===== config.mk =====
export PLATFORM = sky130hd
export DESIGN_NAME = lsu_mem_ctrl
export DESIGN_NICKNAME = d
export VERILOG_FILES = /design/src/rtl/lsu_pkg.sv /design/src/rtl/lsu_align.sv /design/src/rtl/lsu_mem_ctrl.sv
export SDC_FILE = /design/constraint.sdc
export NUM_CORES = 1
export LEC_CHECK = 0
export BUFFER_PORTS_ARGS = -buffer_cell sky130_fd_sc_hd__buf_4
export CAP_MARGIN = 15
export CORE_ASPECT_RATIO = 0.6
export CORE_MARGIN = 2
export CORE_UTILIZATION = 48
export DETAILED_ROUTE_END_ITERATION = 10
export GPL_TIMING_DRIVEN = 0
export PLACE_DENSITY = 0.88
export SKIP_CTS_REPAIR_TIMING = 1
export SLEW_MARGIN = 20
export SYNTH_ARGS = -nofsm -noshare
export SYNTH_HDL_FRONTEND = slang
export SYNTH_SLANG_ARGS = --single-unit

===== constraint.sdc =====
create_clock -name clk -period 2.4 [get_ports clk]
set_input_delay 0.24 -clock clk [delete_from_list [all_inputs] [get_ports clk]]
set_output_delay 0.24 -clock clk [all_outputs]
set_load 0.005 [all_outputs]

===== src/rtl/lsu_pkg.sv =====
// Shared types and constants for the load/store sequencer: access-size codes,
// FSM state encoding and byte-lane geometry.
package lsu_pkg;

  localparam int LANE_W    = 8;
  localparam int NUM_LANES = 4;

  typedef enum logic [1:0] {
    SZ_BYTE = 2'b00,
    SZ_HALF = 2'b01,
    SZ_WORD = 2'b10,
    SZ_ILL  = 2'b11
  } size_e;

  typedef enum logic {
    ST_IDLE  = 1'b0,
    ST_SPLIT = 1'b1
  } state_e;

  // Number of bytes touched by an access; 0 for the illegal code.
  function automatic logic [2:0] size_bytes(input size_e size);
    case (size)
      SZ_BYTE: size_bytes = 3'd1;
      SZ_HALF: size_bytes = 3'd2;
      SZ_WORD: size_bytes = 3'd4;
      default: size_bytes = 3'd0;
    endcase
  endfunction

endpackage


===== src/rtl/lsu_align.sv =====
// Byte-lane alignment: store mask/data shift across a two-word window, and
// load data extraction with sign/zero extension from a {hi,lo} word pair.
module lsu_align
  import lsu_pkg::*;
(
  input  logic [1:0]  off,
  input  size_e       size,
  input  logic        uns,
  input  logic [31:0] wdata,
  input  logic [31:0] rd_hi,
  input  logic [31:0] rd_lo,
  output logic [6:0]  wide_mask,
  output logic [55:0] wide_data,
  output logic [31:0] ext_rdata
);

  logic [3:0]  base_mask;
  logic [31:0] shifted;

  // NOTE: every always_comb output gets a value on every path (default arms
  // here, defaults-first in the controller) so no latch can be inferred.
  always_comb begin
    case (size)
      SZ_BYTE: base_mask = 4'b0001;
      SZ_HALF: base_mask = 4'b0011;
      SZ_WORD: base_mask = 4'b1111;
      default: base_mask = 4'b0000;
    endcase

    wide_mask = {3'b000, base_mask} << off;
    wide_data = {24'd0, wdata} << {off, 3'b000};
    shifted   = 32'({rd_hi, rd_lo} >> {off, 3'b000});

    case (size)
      SZ_BYTE: ext_rdata = {{24{~uns & shifted[7]}}, shifted[7:0]};
      SZ_HALF: ext_rdata = {{16{~uns & shifted[15]}}, shifted[15:0]};
      default: ext_rdata = shifted;
    endcase
  end

endmodule


===== src/rtl/lsu_mem_ctrl.sv =====
// Load/store sequencer in front of a word-organised data memory; misaligned
// accesses that straddle a word boundary are split into two word accesses.
module lsu_mem_ctrl
  import lsu_pkg::*;
#(
  parameter int XLEN   = 32,
  parameter int DEPTH  = 32,
  parameter int MEM_AW = $clog2(DEPTH) + 2
) (
  input  logic              clk,
  input  logic              rst,
  input  logic              req_valid,
  output logic              req_ready,
  input  logic              req_we,
  input  logic [1:0]        req_size,
  input  logic              req_uns,
  input  logic [MEM_AW-1:0] req_addr,
  input  logic [XLEN-1:0]   req_wdata,
  output logic              rsp_valid,
  output logic [XLEN-1:0]   rsp_rdata,
  output logic              rsp_err,
  output logic [MEM_AW-1:0] mem_raddr,
  input  logic [XLEN-1:0]   mem_rdata,
  output logic [MEM_AW-1:0] mem_waddr,
  output logic [XLEN-1:0]   mem_wdata,
  output logic              mem_we,
  output logic [3:0]        mem_wmask
);

  localparam int WORD_AW = MEM_AW - 2;

  state_e             state_q, state_d;
  logic [WORD_AW-1:0] word_q, word_d;
  logic [1:0]         off_q, off_d;
  size_e              size_q, size_d;
  logic               uns_q, uns_d;
  logic               we_q, we_d;
  logic [2:0]         hi_mask_q, hi_mask_d;
  logic [23:0]        hi_data_q, hi_data_d;
  logic [XLEN-1:0]    lo_q, lo_d;
  logic               rsp_valid_q, rsp_valid_d;
  logic               rsp_err_q, rsp_err_d;
  logic [XLEN-1:0]    rsp_rdata_q, rsp_rdata_d;

  size_e              req_sz;
  logic               split;
  logic [1:0]         al_off;
  size_e              al_size;
  logic               al_uns;
  logic [XLEN-1:0]    al_lo;
  logic [6:0]         wide_mask;
  logic [55:0]        wide_data;
  logic [XLEN-1:0]    ext_rdata;
  logic [MEM_AW-1:0]  mem_addr;
  logic               we_raw;

  assign req_sz = size_e'(req_size);
  assign split  = ({1'b0, req_addr[1:0]} + size_bytes(req_sz)) > 3'd4;

  lsu_align u_align (
    .off       (al_off),
    .size      (al_size),
    .uns       (al_uns),
    .wdata     (req_wdata),
    .rd_hi     (mem_rdata),
    .rd_lo     (al_lo),
    .wide_mask (wide_mask),
    .wide_data (wide_data),
    .ext_rdata (ext_rdata)
  );

  always_comb begin
    state_d     = state_q;
    word_d      = word_q;
    off_d       = off_q;
    size_d      = size_q;
    uns_d       = uns_q;
    we_d        = we_q;
    hi_mask_d   = hi_mask_q;
    hi_data_d   = hi_data_q;
    lo_d        = lo_q;
    rsp_valid_d = 1'b0;
    rsp_err_d   = 1'b0;
    rsp_rdata_d = '0;
    req_ready   = 1'b0;
    mem_addr    = '0;
    we_raw      = 1'b0;
    mem_wmask   = 4'b0000;
    mem_wdata   = '0;
    al_off      = req_addr[1:0];
    al_size     = req_sz;
    al_uns      = req_uns;
    al_lo       = mem_rdata;

    case (state_q)
      ST_IDLE: begin
        req_ready = 1'b1;
        mem_addr  = {req_addr[MEM_AW-1:2], 2'b00};
        if (req_valid) begin
          if (req_sz == SZ_ILL) begin
            rsp_valid_d = 1'b1;
            rsp_err_d   = 1'b1;
          end else begin
            we_raw    = req_we;
            mem_wmask = wide_mask[3:0];
            mem_wdata = wide_data[31:0];
            if (split) begin
              // Word index arithmetic wraps mod DEPTH, so the top word continues at word 0.
              word_d    = req_addr[MEM_AW-1:2] + WORD_AW'(1);
              off_d     = req_addr[1:0];
              size_d    = req_sz;
              uns_d     = req_uns;
              we_d      = req_we;
              hi_mask_d = wide_mask[6:4];
              hi_data_d = wide_data[55:32];
              lo_d      = mem_rdata;
              state_d   = ST_SPLIT;
            end else begin
              rsp_valid_d = 1'b1;
              rsp_rdata_d = req_we ? '0 : ext_rdata;
            end
          end
        end
      end
      ST_SPLIT: begin
        mem_addr    = {word_q, 2'b00};
        al_off      = off_q;
        al_size     = size_q;
        al_uns      = uns_q;
        al_lo       = lo_q;
        we_raw      = we_q;
        mem_wmask   = {1'b0, hi_mask_q};
        mem_wdata   = {8'd0, hi_data_q};
        rsp_valid_d = 1'b1;
        rsp_rdata_d = we_q ? '0 : ext_rdata;
        state_d     = ST_IDLE;
      end
      default: state_d = ST_IDLE;
    endcase
  end

  assign mem_raddr = mem_addr;
  assign mem_waddr = mem_addr;
  // Reset also suppresses a pending second-half write of an aborted split.
  assign mem_we    = we_raw & ~rst;

  // NOTE: sequential state uses non-blocking assignments only, so every flop
  // samples its _d value from before the edge regardless of block ordering.
  always_ff @(posedge clk) begin
    if (rst) begin
      state_q     <= ST_IDLE;
      word_q      <= '0;
      off_q       <= 2'b00;
      size_q      <= SZ_BYTE;
      uns_q       <= 1'b0;
      we_q        <= 1'b0;
      hi_mask_q   <= 3'b000;
      hi_data_q   <= '0;
      lo_q        <= '0;
      rsp_valid_q <= 1'b0;
      rsp_err_q   <= 1'b0;
      rsp_rdata_q <= '0;
    end else begin
      state_q     <= state_d;
      word_q      <= word_d;
      off_q       <= off_d;
      size_q      <= size_d;
      uns_q       <= uns_d;
      we_q        <= we_d;
      hi_mask_q   <= hi_mask_d;
      hi_data_q   <= hi_data_d;
      lo_q        <= lo_d;
      rsp_valid_q <= rsp_valid_d;
      rsp_err_q   <= rsp_err_d;
      rsp_rdata_q <= rsp_rdata_d;
    end
  end

  assign rsp_valid = rsp_valid_q;
  assign rsp_err   = rsp_err_q;
  assign rsp_rdata = rsp_rdata_q;

endmodule

==> qor.txt <==
gpl congestion: 1.08
R2R depth: 14
Cell variety after synth: 53
critical path endpoint category: output port
filler cell count: 1,015
share of Yosys cell area claimed by the top area cell type: 0.337
CTS tree: done
slowest CP cell: mux2i_4
Initial Util: 0.489
Final Hold Viols: 0
WP buf/inv: 7
chip width: 151 um
Crit Reg-Reg Endpoint: rsp_rdata[24]$_SDFF_PP0_
failing checks: setup timing
Post-synth top flop: dfxtp_1
mean post-synth cell area: 7.46 um2
critical path's top delay family: buffers and inverters
register bit total from synthesis: 105
Crit Path Max Fanout: 6
clk slew on worst S/H paths: 0.07 ns
Die Y: 92.3 um
Startpoint Class: flip-flop
PD cells: 543 nW/um2
CP peak stage delay: 0.36 ns
most frequent cells after synthesis: nand2_1 (205), a21oi_1 (125), dfxtp_1 (105)
Final Cycle Share: 1.16
Final Setup Violations: 38
DRT iter0 DRCs: 1,238
minimum clock period: 2.78 ns
cell area after placement: 7690 um2
max_cap viols: 0
Vias/cell: 6.25
via count: 7,582
Yosys top cell by area: dfxtp_1
Die ar.: 14,000 um2
Post-synth ARST share: 0
FF-to-FF Start: state_q$_SDFF_PP0_
Worst EP required: 2.16 ns
Clk Latency, worst-skew pair: 0.36 ns
synthesized netlist cell count: 837
core box area: 12,800 um2
Post-Syn Area: 6240 um2
Placement Setup Slack: -0.595 ns
hold_sp: req_addr[2]
VDD IR max: 0.371 mV
Tightest Pin Transition: 0.853 ns
global-route wire length before repair: 38,000 um
GRT Total Usage: 0.360
initial antenna violation count: 0
CTS root buf: clkbuf_16
H-Tree Depth: 3
Design Area, Final: 8790 um2
antenna-violating nets left: 0
DR DRC count: 0
Pleak: 0.00357 uW
Max Slew Vio Count: 0
status: finished with violations
first-pass detailed-route iteration total: 6
Hold Crit Class: in2reg
CP most frequent cell: buf_12
r2r setup slk: -0.12 ns
most frequent cell after synthesis: nand2_1
row count: 32
Total Routed Length: 26,900 um
number of synthesized flops with an enable pin: 0
min setup slack post-route: -0.377 ns
unrepaired setup endpoints after global routing: yes
Max Root-Sink Buffers: 2
Num CTS Buffers: 9
DPL Wire Length: 19,400 um
fmax: 360 MHz
critical path arrival: 2.54 ns
Rel. slew slack: 0.429
io pins: 164
vias in the first global route: 6,449
Hold Path End: word_q[0]$_SDFFE_PP0P_
hold path depth: 2
total grt overflow: 0
Synth Warn #: 0
proportion of layout cells with a drive suffix above 1: 0.339
TritonCTS Sinks: 105
top cells by area, synth: dfxtp_1 (34%), nand2_1 (12%), a21oi_1 (10%), mux2i_1 (6.1%), a211oi_1 (4.6%)
area grow syn2layout: 40.9%
type of the worst setup path: reg2out
largest net degree at the start of global routing: 19
IO buf count: 158
nets@finish: 1,124
clk_skew: 0.0139 ns
Seq/Total Area, Yosys: 0.337
Cell Chain, Critical Path: buf_6, buf_12, buf_12, buf_12, buf_12, mux2i_4, inv_2, ha_4, nand2_2, a21oi_2, a221o_1, buf_4
WL per Instance: 22.2 um
Antenna diodes: 0
-- cell type report --
class                   count  area, um2  area share
multi-input cells         647       4050       0.460
plain buffers              75        578      0.0657
clock buffers               9        225      0.0256
clock inverters             6       77.6     0.00882
flip-flops and latches    105       2100       0.239
inverters                  10       37.5     0.00427
repair buffers            191       1510       0.172
well taps                 170        213      0.0242
-- worst reg2reg max path: stages (launching register included) --
cell and delay [ns]:
dfxtp_2 0.34, buf_6 0.13, buf_12 0.12, buf_12 0.11
buf_12 0.11, buf_12 0.11, mux2i_4 0.35, inv_2 0.11
buf_6 0.14, ha_4 0.18, nand2_2 0.07, o22ai_2 0.09
o211ai_4 0.29, clkbuf_16 0.21, o21ai_2 0.05
-- state kept, by name, summed over array words and instances, names as in the netlist --
register   cells
we_q           1
rsp_rdata     32
rsp_err        1
hi_mask_q      3
size_q         2
rsp_valid      1
uns_q          1
hi_data_q     24
state_q        1
word_q         5
lo_q          32
off_q          2
-- metal layers --
layer,wire length [um],GRT usage,vias to the layer above
met2,10300,0.450,701
met5,109,0,-
met4,584,0.0693,4
met1,11200,0.545,3461
li1,-,-,3333
met3,4790,0.175,83
-- power by group --
part	leakage, uW	internal, uW	total, uW	switching (uW)
Combinational	0.00257	568	1370	800
Clock	0.000146	823	1550	731
Sequential	0.000852	1810	1860	41.9
Total	0.00357	3210	4780	1570
-- layout by cell type, fill, tap and decap left out, types with 4 or more instances in the layout --
cell	Yosys	layout
o21ai_1	6	7
ha_4	0	4
mux2i_1	38	27
buf_6	4	8
buf_4	13	198
clkbuf_2	0	8
buf_12	1	9
nor2b_1	13	12
a22o_1	12	12
clkbuf_16	0	13
nand2_1	205	199
o21a_1	7	7
o221a_2	6	6
nor3_1	22	21
dfxtp_1	105	104
o21ai_2	11	17
a211oi_1	38	28
clkbuf_1	28	19
a221o_1	9	9
nand3_1	22	21
buf_2	27	13
inv_2	1	4
nand2_2	0	6
nor2_1	43	39
o22ai_1	8	7
a21oi_1	125	122
conb_1	1	4
inv_1	9	6
mux2i_4	0	9
mux2_2	11	9
o211ai_1	5	5
a211oi_2	0	10
o21ai_0	23	16
-- logic make-up after synthesis --
group,synth area share
xor gates and xnor gates,0.00702
buffers and inverters,0.0736
AOI/OAI and AO/OA,0.267
adders and majority gates,0.0152
and+or+nand+nor,0.217
DFF,0.337
other,0.000601
muxes,0.0832
-- stage by stage --
step	power [uW]	hold slack, ns	instances	utilization	TNS, ns
after CTS	4530	0.0930	1183	0.626	-26.28
final	4780	0.0963	1213	0.688	-4.04
after global placement	2990	0.438	1168	0.602	-25.43
after global routing	4910	0.112	1213	0.688	-4.68
after detailed placement	3010	0.443	1168	0.602	-27.87
after floorplan	2500	0.336	840	-	-0.263
-- worst max-delay path by stage --
| stage | startpoint | endpoint | slack [ns] | depth (start not counted) |
|---|---|---|---|---|
| after floorplan | req_size[1] | rsp_rdata[22]$_SDFF_PP0_ | -0.03 | 13 |
| after global placement | state_q$_SDFF_PP0_ | mem_wmask[3] | -0.61 | 12 |
| after detailed placement | state_q$_SDFF_PP0_ | mem_wmask[3] | -0.59 | 12 |
| after CTS | state_q$_SDFF_PP0_ | mem_wmask[3] | -1.01 | 12 |
| after global routing | state_q$_SDFF_PP0_ | mem_wmask[2] | -0.38 | 12 |
| final | state_q$_SDFF_PP0_ | mem_wmask[2] | -0.38 | 12 |
Note: power is estimated with default switching activity, not from simulation.
